`src/rtl/discrete_sampler_pkg.sv`:
```
// -----------------------------------------------------------------------------
// discrete_sampler_pkg
// Shared definitions for the discrete randomizer stages: sampler FSM state
// encoding, the 16-bit Galois LFSR tap constant and the default widths used
// by both the range randomizer and the value sampler.
// -----------------------------------------------------------------------------
package discrete_sampler_pkg;

  // Default widths shared with the range randomizer.
  localparam int DEFAULT_INTEGER_WIDTH = 8;
  localparam int DEFAULT_INDEX_WIDTH   = 2;
  localparam int DEFAULT_LFSR_WIDTH    = 16;
  localparam int DEFAULT_MAX_ATTEMPTS  = 8;

  // x^16 + x^14 + x^13 + x^11 + 1, right-shifting Galois form.
  localparam logic [15:0] LFSR_TAPS = 16'hB400;

  typedef enum logic [1:0] {
    IDLE   = 2'd0,
    MASK   = 2'd1,
    SAMPLE = 2'd2,
    DONE   = 2'd3
  } sampler_state_t;

endpackage

```
`src/rtl/lfsr_galois.sv`:
```
// -----------------------------------------------------------------------------
// lfsr_galois
// Right-shifting Galois LFSR with a seed-zero guard. Reusable by any
// randomizer stage that needs a cheap pseudo-random stream.
//
// Ports:
//   in_clock   clock
//   in_reset   synchronous active-high reset; loads in_seed (0 becomes 1)
//   in_enable  global enable; the register holds when low
//   in_step    advance one Galois step this cycle (qualified by in_enable)
//   in_seed    value loaded during reset
//   out_state  low OUT_WIDTH bits of the current LFSR state
// -----------------------------------------------------------------------------
module lfsr_galois
  import discrete_sampler_pkg::*;
#(
  parameter int                 WIDTH     = DEFAULT_LFSR_WIDTH,
  parameter int                 OUT_WIDTH = WIDTH,
  parameter logic [WIDTH-1:0]   TAPS      = WIDTH'(LFSR_TAPS)
) (
  input  logic                  in_clock,
  input  logic                  in_reset,
  input  logic                  in_enable,
  input  logic                  in_step,
  input  logic [WIDTH-1:0]      in_seed,
  output logic [OUT_WIDTH-1:0]  out_state
);

  logic [WIDTH-1:0] state_reg;
  logic [WIDTH-1:0] state_next;
  logic [WIDTH-1:0] seed_safe;

  // The all-zero state is a lock-up state for an XOR LFSR, so never load it.
  always_comb begin
    seed_safe = (in_seed == '0) ? WIDTH'(1) : in_seed;
  end

  always_comb begin
    state_next = (state_reg >> 1) ^ (state_reg[0] ? TAPS : '0);
  end

  always_ff @(posedge in_clock) begin
    if (in_reset) begin
      state_reg <= seed_safe;
    end else if (in_enable && in_step) begin
      state_reg <= state_next;
    end
  end

  assign out_state = state_reg[OUT_WIDTH-1:0];

endmodule

```
`src/rtl/discrete_value_sampler.sv`:
```
// -----------------------------------------------------------------------------
// discrete_value_sampler
// Takes a selected range (start, end, equal flag) for one variable and returns
// one uniformly distributed integer inside it, using an internal Galois LFSR
// and bounded rejection sampling (no modulo bias). If every attempt is
// rejected, a halved candidate is used, which is always in range.
//
// Ports:
//   in_clock            clock
//   in_reset            synchronous active-high reset
//   in_enable           global enable; FSM, LFSR and outputs hold when low
//   in_seed             LFSR value loaded during reset (0 is replaced by 1)
//   in_valid            range request valid
//   out_ready           high only in IDLE
//   in_start, in_end    range bounds (either order)
//   in_equal            single-value request; result is in_start
//   in_variable_index   index passed through with the result
//   in_result_ready     consumer accepts the result
//   out_valid           result valid
//   out_value           sampled value
//   out_variable_index  index captured with the request
//   out_fallback        result came from the fallback path
// -----------------------------------------------------------------------------
module discrete_value_sampler
  import discrete_sampler_pkg::*;
#(
  parameter int MAX_BIT_WIDTH_OF_INTEGER_VARIABLE = DEFAULT_INTEGER_WIDTH,
  parameter int MAX_BIT_WIDTH_OF_VARIABLES_INDEX  = DEFAULT_INDEX_WIDTH,
  parameter int LFSR_WIDTH                        = DEFAULT_LFSR_WIDTH,
  parameter int MAX_ATTEMPTS                      = DEFAULT_MAX_ATTEMPTS
) (
  input  logic                                         in_clock,
  input  logic                                         in_reset,
  input  logic                                         in_enable,
  input  logic [LFSR_WIDTH-1:0]                        in_seed,
  input  logic                                         in_valid,
  output logic                                         out_ready,
  input  logic [MAX_BIT_WIDTH_OF_INTEGER_VARIABLE-1:0] in_start,
  input  logic [MAX_BIT_WIDTH_OF_INTEGER_VARIABLE-1:0] in_end,
  input  logic                                         in_equal,
  input  logic [MAX_BIT_WIDTH_OF_VARIABLES_INDEX-1:0]  in_variable_index,
  input  logic                                         in_result_ready,
  output logic                                         out_valid,
  output logic [MAX_BIT_WIDTH_OF_INTEGER_VARIABLE-1:0] out_value,
  output logic [MAX_BIT_WIDTH_OF_VARIABLES_INDEX-1:0]  out_variable_index,
  output logic                                         out_fallback
);

  localparam int W  = MAX_BIT_WIDTH_OF_INTEGER_VARIABLE;
  localparam int IW = MAX_BIT_WIDTH_OF_VARIABLES_INDEX;
  localparam int AW = (MAX_ATTEMPTS > 1) ? $clog2(MAX_ATTEMPTS) : 1;

  sampler_state_t state_reg, state_next;
  logic [W-1:0]   lo_reg, lo_next;
  logic [W-1:0]   hi_reg, hi_next;
  logic [W-1:0]   mask_reg, mask_next;
  logic [AW-1:0]  attempt_reg, attempt_next;
  logic [W-1:0]   value_reg, value_next;
  logic [IW-1:0]  index_reg, index_next;
  logic           valid_reg, valid_next;
  logic           fallback_reg, fallback_next;

  logic [W-1:0]   req_lo;
  logic [W-1:0]   req_hi;
  logic [W-1:0]   span;
  logic [W-1:0]   mask_smear;
  logic [W-1:0]   lfsr_low;
  logic [W-1:0]   candidate;
  logic           lfsr_step;

  // A reversed range is simply swapped.
  assign req_lo = (in_start < in_end) ? in_start : in_end;
  assign req_hi = (in_start < in_end) ? in_end   : in_start;

  assign span = hi_reg - lo_reg;

  // OR-smear: every bit at or below the MSB of span is set, giving the
  // smallest 2^k-1 mask that covers the span.
  generate
    for (genvar gi = 0; gi < W; gi++) begin : g_smear
      assign mask_smear[gi] = |span[W-1:gi];
    end
  endgenerate

  // The LFSR only moves while sampling, so the random stream is a pure
  // function of the seed and the order of range requests.
  assign lfsr_step = (state_reg == SAMPLE);

  lfsr_galois #(
    .WIDTH     (LFSR_WIDTH),
    .OUT_WIDTH (W),
    .TAPS      (LFSR_WIDTH'(LFSR_TAPS))
  ) u_lfsr (
    .in_clock  (in_clock),
    .in_reset  (in_reset),
    .in_enable (in_enable),
    .in_step   (lfsr_step),
    .in_seed   (in_seed),
    .out_state (lfsr_low)
  );

  assign candidate = lfsr_low & mask_reg;

  always_comb begin
    state_next    = state_reg;
    lo_next       = lo_reg;
    hi_next       = hi_reg;
    mask_next     = mask_reg;
    attempt_next  = attempt_reg;
    value_next    = value_reg;
    index_next    = index_reg;
    valid_next    = valid_reg;
    fallback_next = fallback_reg;

    if (in_enable) begin
      case (state_reg)
        IDLE: begin
          if (in_valid) begin
            lo_next       = req_lo;
            hi_next       = req_hi;
            index_next    = in_variable_index;
            fallback_next = 1'b0;
            if (in_equal || (req_lo == req_hi)) begin
              value_next = in_start;
              valid_next = 1'b1;
              state_next = DONE;
            end else begin
              state_next = MASK;
            end
          end
        end

        MASK: begin
          mask_next    = mask_smear;
          attempt_next = '0;
          state_next   = SAMPLE;
        end

        SAMPLE: begin
          if (candidate <= span) begin
            value_next = lo_reg + candidate;
            valid_next = 1'b1;
            state_next = DONE;
          end else if (attempt_reg == AW'(MAX_ATTEMPTS - 1)) begin
            // mask <= 2*span+1, so candidate>>1 <= span and stays in range.
            value_next    = lo_reg + (candidate >> 1);
            fallback_next = 1'b1;
            valid_next    = 1'b1;
            state_next    = DONE;
          end else begin
            attempt_next = attempt_reg + 1'b1;
          end
        end

        DONE: begin
          if (in_result_ready) begin
            valid_next = 1'b0;
            state_next = IDLE;
          end
        end

        default: begin
          state_next = IDLE;
        end
      endcase
    end
  end

  always_ff @(posedge in_clock) begin
    if (in_reset) begin
      state_reg    <= IDLE;
      lo_reg       <= '0;
      hi_reg       <= '0;
      mask_reg     <= '0;
      attempt_reg  <= '0;
      value_reg    <= '0;
      index_reg    <= '0;
      valid_reg    <= 1'b0;
      fallback_reg <= 1'b0;
    end else begin
      state_reg    <= state_next;
      lo_reg       <= lo_next;
      hi_reg       <= hi_next;
      mask_reg     <= mask_next;
      attempt_reg  <= attempt_next;
      value_reg    <= value_next;
      index_reg    <= index_next;
      valid_reg    <= valid_next;
      fallback_reg <= fallback_next;
    end
  end

  assign out_ready          = (state_reg == IDLE);
  assign out_valid          = valid_reg;
  assign out_value          = value_reg;
  assign out_variable_index = index_reg;
  assign out_fallback       = fallback_reg;

endmodule
```
`config.mk`:
```
export PLATFORM = sky130hd
export DESIGN_NAME = discrete_value_sampler
export DESIGN_NICKNAME = d
export VERILOG_FILES = /design/src/rtl/discrete_sampler_pkg.sv /design/src/rtl/lfsr_galois.sv /design/src/rtl/discrete_value_sampler.sv
export SDC_FILE = /design/constraint.sdc
export NUM_CORES = 1
export LEC_CHECK = 0
export ABC_AREA = 1
export CAP_MARGIN = 20
export CORE_MARGIN = 2
export CORE_UTILIZATION = 45
export CTS_BUF_LIST = sky130_fd_sc_hd__clkbuf_4
export DETAILED_ROUTE_END_ITERATION = 8
export GPL_ROUTABILITY_DRIVEN = 0
export PLACE_DENSITY = 0.67
export SLEW_MARGIN = 5
export SYNTH_ARGS = -nofsm -noshare
export SYNTH_HDL_FRONTEND = slang
export SYNTH_HIERARCHICAL = 1
export SYNTH_SLANG_ARGS = --single-unit
```
`constraint.sdc`:
```
create_clock -name in_clock -period 4.6 [get_ports in_clock]
set_input_delay 0.92 -clock in_clock [delete_from_list [all_inputs] [get_ports in_clock]]
set_output_delay 0.92 -clock in_clock [all_outputs]
set_load 0.02 [all_outputs]
```
==> impl_metrics.toml <==
[worst_setup_path]
crit_type = "reg -> reg"
crit_arrival_ns = 4.59
r2r-start = "hi_reg[0]$_SDFFE_PP0P_"
worstPathRequired_ns = 4.96
reg2reg_to = "out_value[6]$_SDFFE_PP0P_"
start_kind = "flop"
reg2reg_slack_ns = 0.36
end_kind = "flop"
critPathMaxFanout = 16
rr_worst_depth = 27

[cts]
cts_tree = "done"
clk_pin_slew_ns = 0.10
cts_sinks = 57
insertion_delay_ns = 0.41
cts_repair_resize_count = 0
root_buffer = "clkbuf_4"
clockBufferDepth = 2
cts_setup_buffers = 0
htreeDepth = 3
numCtsBuffers = 9
ctsHoldBuffers = 0

[placed_design]
dp_hpwl_um = 7040
io_buffers = 52
place_ws_ns = 0.419
dpl_cell_area_mm2 = 0.00451

[sta]
worst_pin_slew_ns = 0.727
setup_tns_ns = 0
slew_headroom = 0.514
finalSetupViolCount = 0
setup_slack_ns = 0.365
skew_ns = 0.0127
fmax_ghz = 0.236
hold_violations = 0
period_share = 0.921
min_period_ns = 4.24
slew_violations = 0
rsz0062_at_grt = "no"

[synth]
ys_warn_count = 6
syn_area_per_cell_um2 = 7.42
yosys_most_used_dff = "dfxtp_1"
yosysSeqAreaShare = 0.327
synth_nets = 616
postSynthCellCount = 536
async_flop_share = 0
syn_area_mm2 = 0.00398
synth-edff-count = 16
synth_seq_cells = 57
synth_cell_type_count = 41

[hold_path]
worstHoldPathType = "reg -> reg"
hold_end = "attempt_reg[2]$_SDFFE_PP0P_"
hp-start = "attempt_reg[2]$_SDFFE_PP0P_"
hold_path_depth = 2

[route]
drc_errors = 0
drt-initial-drc-count = 148
viasPerCell = 5.14
vias = 3555
drt_wl_total_um = 9110
avgRoutedWirePerCell_um = 13.2
first_pass_iters = 5
ant_nets = 0

[layout]
syn2layout_area_growth_pct = 15.9
largest_reg_flops = 16
n_fill_cell = 837
final_cell_area_mm2 = 0.00461
nNetsFinal = 658
drive_gt1_frac = 0.0995
antennaDiodeCount = 0

[power]
ir_drop_mv = 0.153
p_leak_nw = 2.14
finalPower_w = 0.00140
powerDensity_mw_per_mm2 = 304

[floorplan]
die_h_um = 98.0
die_w_um = 98.0
io_pins = 53
rows = 34
core_mm2 = 0.00864
start_util = 0.461
design.die.area_mm2 = 0.00961

[global_routing]
gr-usage-all-layers = 0.197
grt_max_degree = 52
grt_pass1_vias = 3265
antenna_found_initial = 0
grt_first_pass_wirelength_um = 15500
grt_overflow = 0

[run_status]
status = "finished clean"

[flow_run]
cap_violations = 0
[layout make-up]
cell class	count	area [µm²]	share of cell area
timing repair buffer	53	523	0.113
multi-input combinational	392	2300	0.498
inverter	65	249	0.0540
tap	108	135	0.0293
clock buffer	11	82.6	0.0179
clock inverter	5	22.5	0.00488
sequential	57	1300	0.282
[cells in the mapped netlist (5+ instances only)]
master    number  area share
nor2_1        43       0.041
o211ai_1       7       0.013
edfxtp_1      16        0.12
o21ai_1       18       0.023
o21ai_0       18       0.023
a21oi_1       49       0.062
inv_1         57       0.054
ha_1          38        0.12
nor2_2         5      0.0079
buf_2          6      0.0075
buf_4          9       0.017
clkbuf_1       6      0.0057
dfxtp_1       41        0.21
o211ai_2       5       0.016
nand3_1       12       0.015
nand2_1      144        0.14
a21oi_2        8       0.018
inv_2          7      0.0066
xnor2_1        8       0.018
nand4_1        6      0.0094
[layer usage]
metal	global-route usage	vias to the layer above	share of wire
li1	-	1849	-
met1	0.283	1626	0.50
met2	0.305	67	0.45
met3	0.0251	13	0.036
met4	0.0716	0	0.016
met5	0	-	0
[report_power, final]
part           leakage, nW  switching, W  internal (W)
Clock               0.0655      0.000192      0.000117
Sequential           0.494     0.0000276      0.000561
Combinational         1.58      0.000309      0.000197
Total                 2.14      0.000529      0.000875
[worst max path at each step]
stage / from / to / slack [ns] / depth (start not counted)
2_1_floorplan: hi_reg[0]$_SDFFE_PP0P_ / out_value[6]$_SDFFE_PP0P_ / 0.61 / 27
3_3_place_gp: hi_reg[0]$_SDFFE_PP0P_ / out_value[5]$_SDFFE_PP0P_ / 0.52 / 29
3_5_place_dp: hi_reg[0]$_SDFFE_PP0P_ / out_value[6]$_SDFFE_PP0P_ / 0.42 / 26
4_1_cts: hi_reg[0]$_SDFFE_PP0P_ / out_value[6]$_SDFFE_PP0P_ / 0.38 / 27
5_1_grt: hi_reg[0]$_SDFFE_PP0P_ / out_value[5]$_SDFFE_PP0P_ / 0.01 / 29
6_report: hi_reg[0]$_SDFFE_PP0P_ / out_value[6]$_SDFFE_PP0P_ / 0.36 / 27
[layout by cell type, fill, tap and decap left out, types with 3 or more instances in the layout]
| cell type | netlist | final |
|---|---|---|
| clkbuf_4 | 0 | 11 |
| o21ai_0 | 18 | 18 |
| inv_1 | 57 | 57 |
| edfxtp_1 | 16 | 16 |
| inv_2 | 7 | 7 |
| ha_1 | 38 | 38 |
| o211ai_2 | 5 | 5 |
| a31oi_1 | 3 | 3 |
| a21oi_2 | 8 | 8 |
| nand2_1 | 144 | 144 |
| a21o_1 | 3 | 3 |
| xnor2_1 | 8 | 8 |
| nor2_2 | 5 | 5 |
| clkinv_2 | 0 | 3 |
| nand3_2 | 3 | 3 |
| dfxtp_1 | 41 | 41 |
| a21oi_1 | 49 | 49 |
| nand2_2 | 4 | 4 |
| nand4_1 | 6 | 6 |
| nor2_1 | 43 | 43 |
| o21ai_1 | 18 | 18 |
| nand3_1 | 12 | 12 |
| o211ai_1 | 7 | 7 |
| clkdlybuf4s50_1 | 0 | 51 |
[logic make-up after synthesis]
kind of cell | synth area share
adders and majority gates | 0.130
xor gates and xnor gates | 0.0220
DFF | 0.327
buffers and inverters | 0.0956
and+or+nand+nor | 0.248
AOI/OAI and AO/OA | 0.178
[worst max-delay path, cell delays in order (launching register included)]
cell and delay, ns:
dfxtp_1 0.35, inv_1 0.05, ha_1 0.21, fa_1 0.42, nand3b_1 0.19, nand2_1 0.08, nand2_1 0.06, nand2_1 0.06
nand2_1 0.06, a21o_1 0.16, nand2_2 0.08, inv_1 0.05, ha_1 0.26, nand2_1 0.08, nor2_2 0.14, nand2_1 0.11
nand2_1 0.09, nand2_2 0.17, nand2_1 0.10, o21ai_0 0.15, fa_1 0.46, nand3_1 0.09, nand3_1 0.11, a21o_1 0.18
a21oi_1 0.16, xnor2_1 0.16, a21oi_2 0.08, nor2_1 0.10
[per-stage QoR]
stage                      util  instances  hold WS, ns
final                     0.534        691        0.478
after global routing      0.534        691        0.498
after CTS                 0.534        691        0.475
after detailed placement  0.522        675        0.460
after global placement    0.522        675        0.458
after floorplan               -        536        0.444
(Power assumes the default switching activity.)
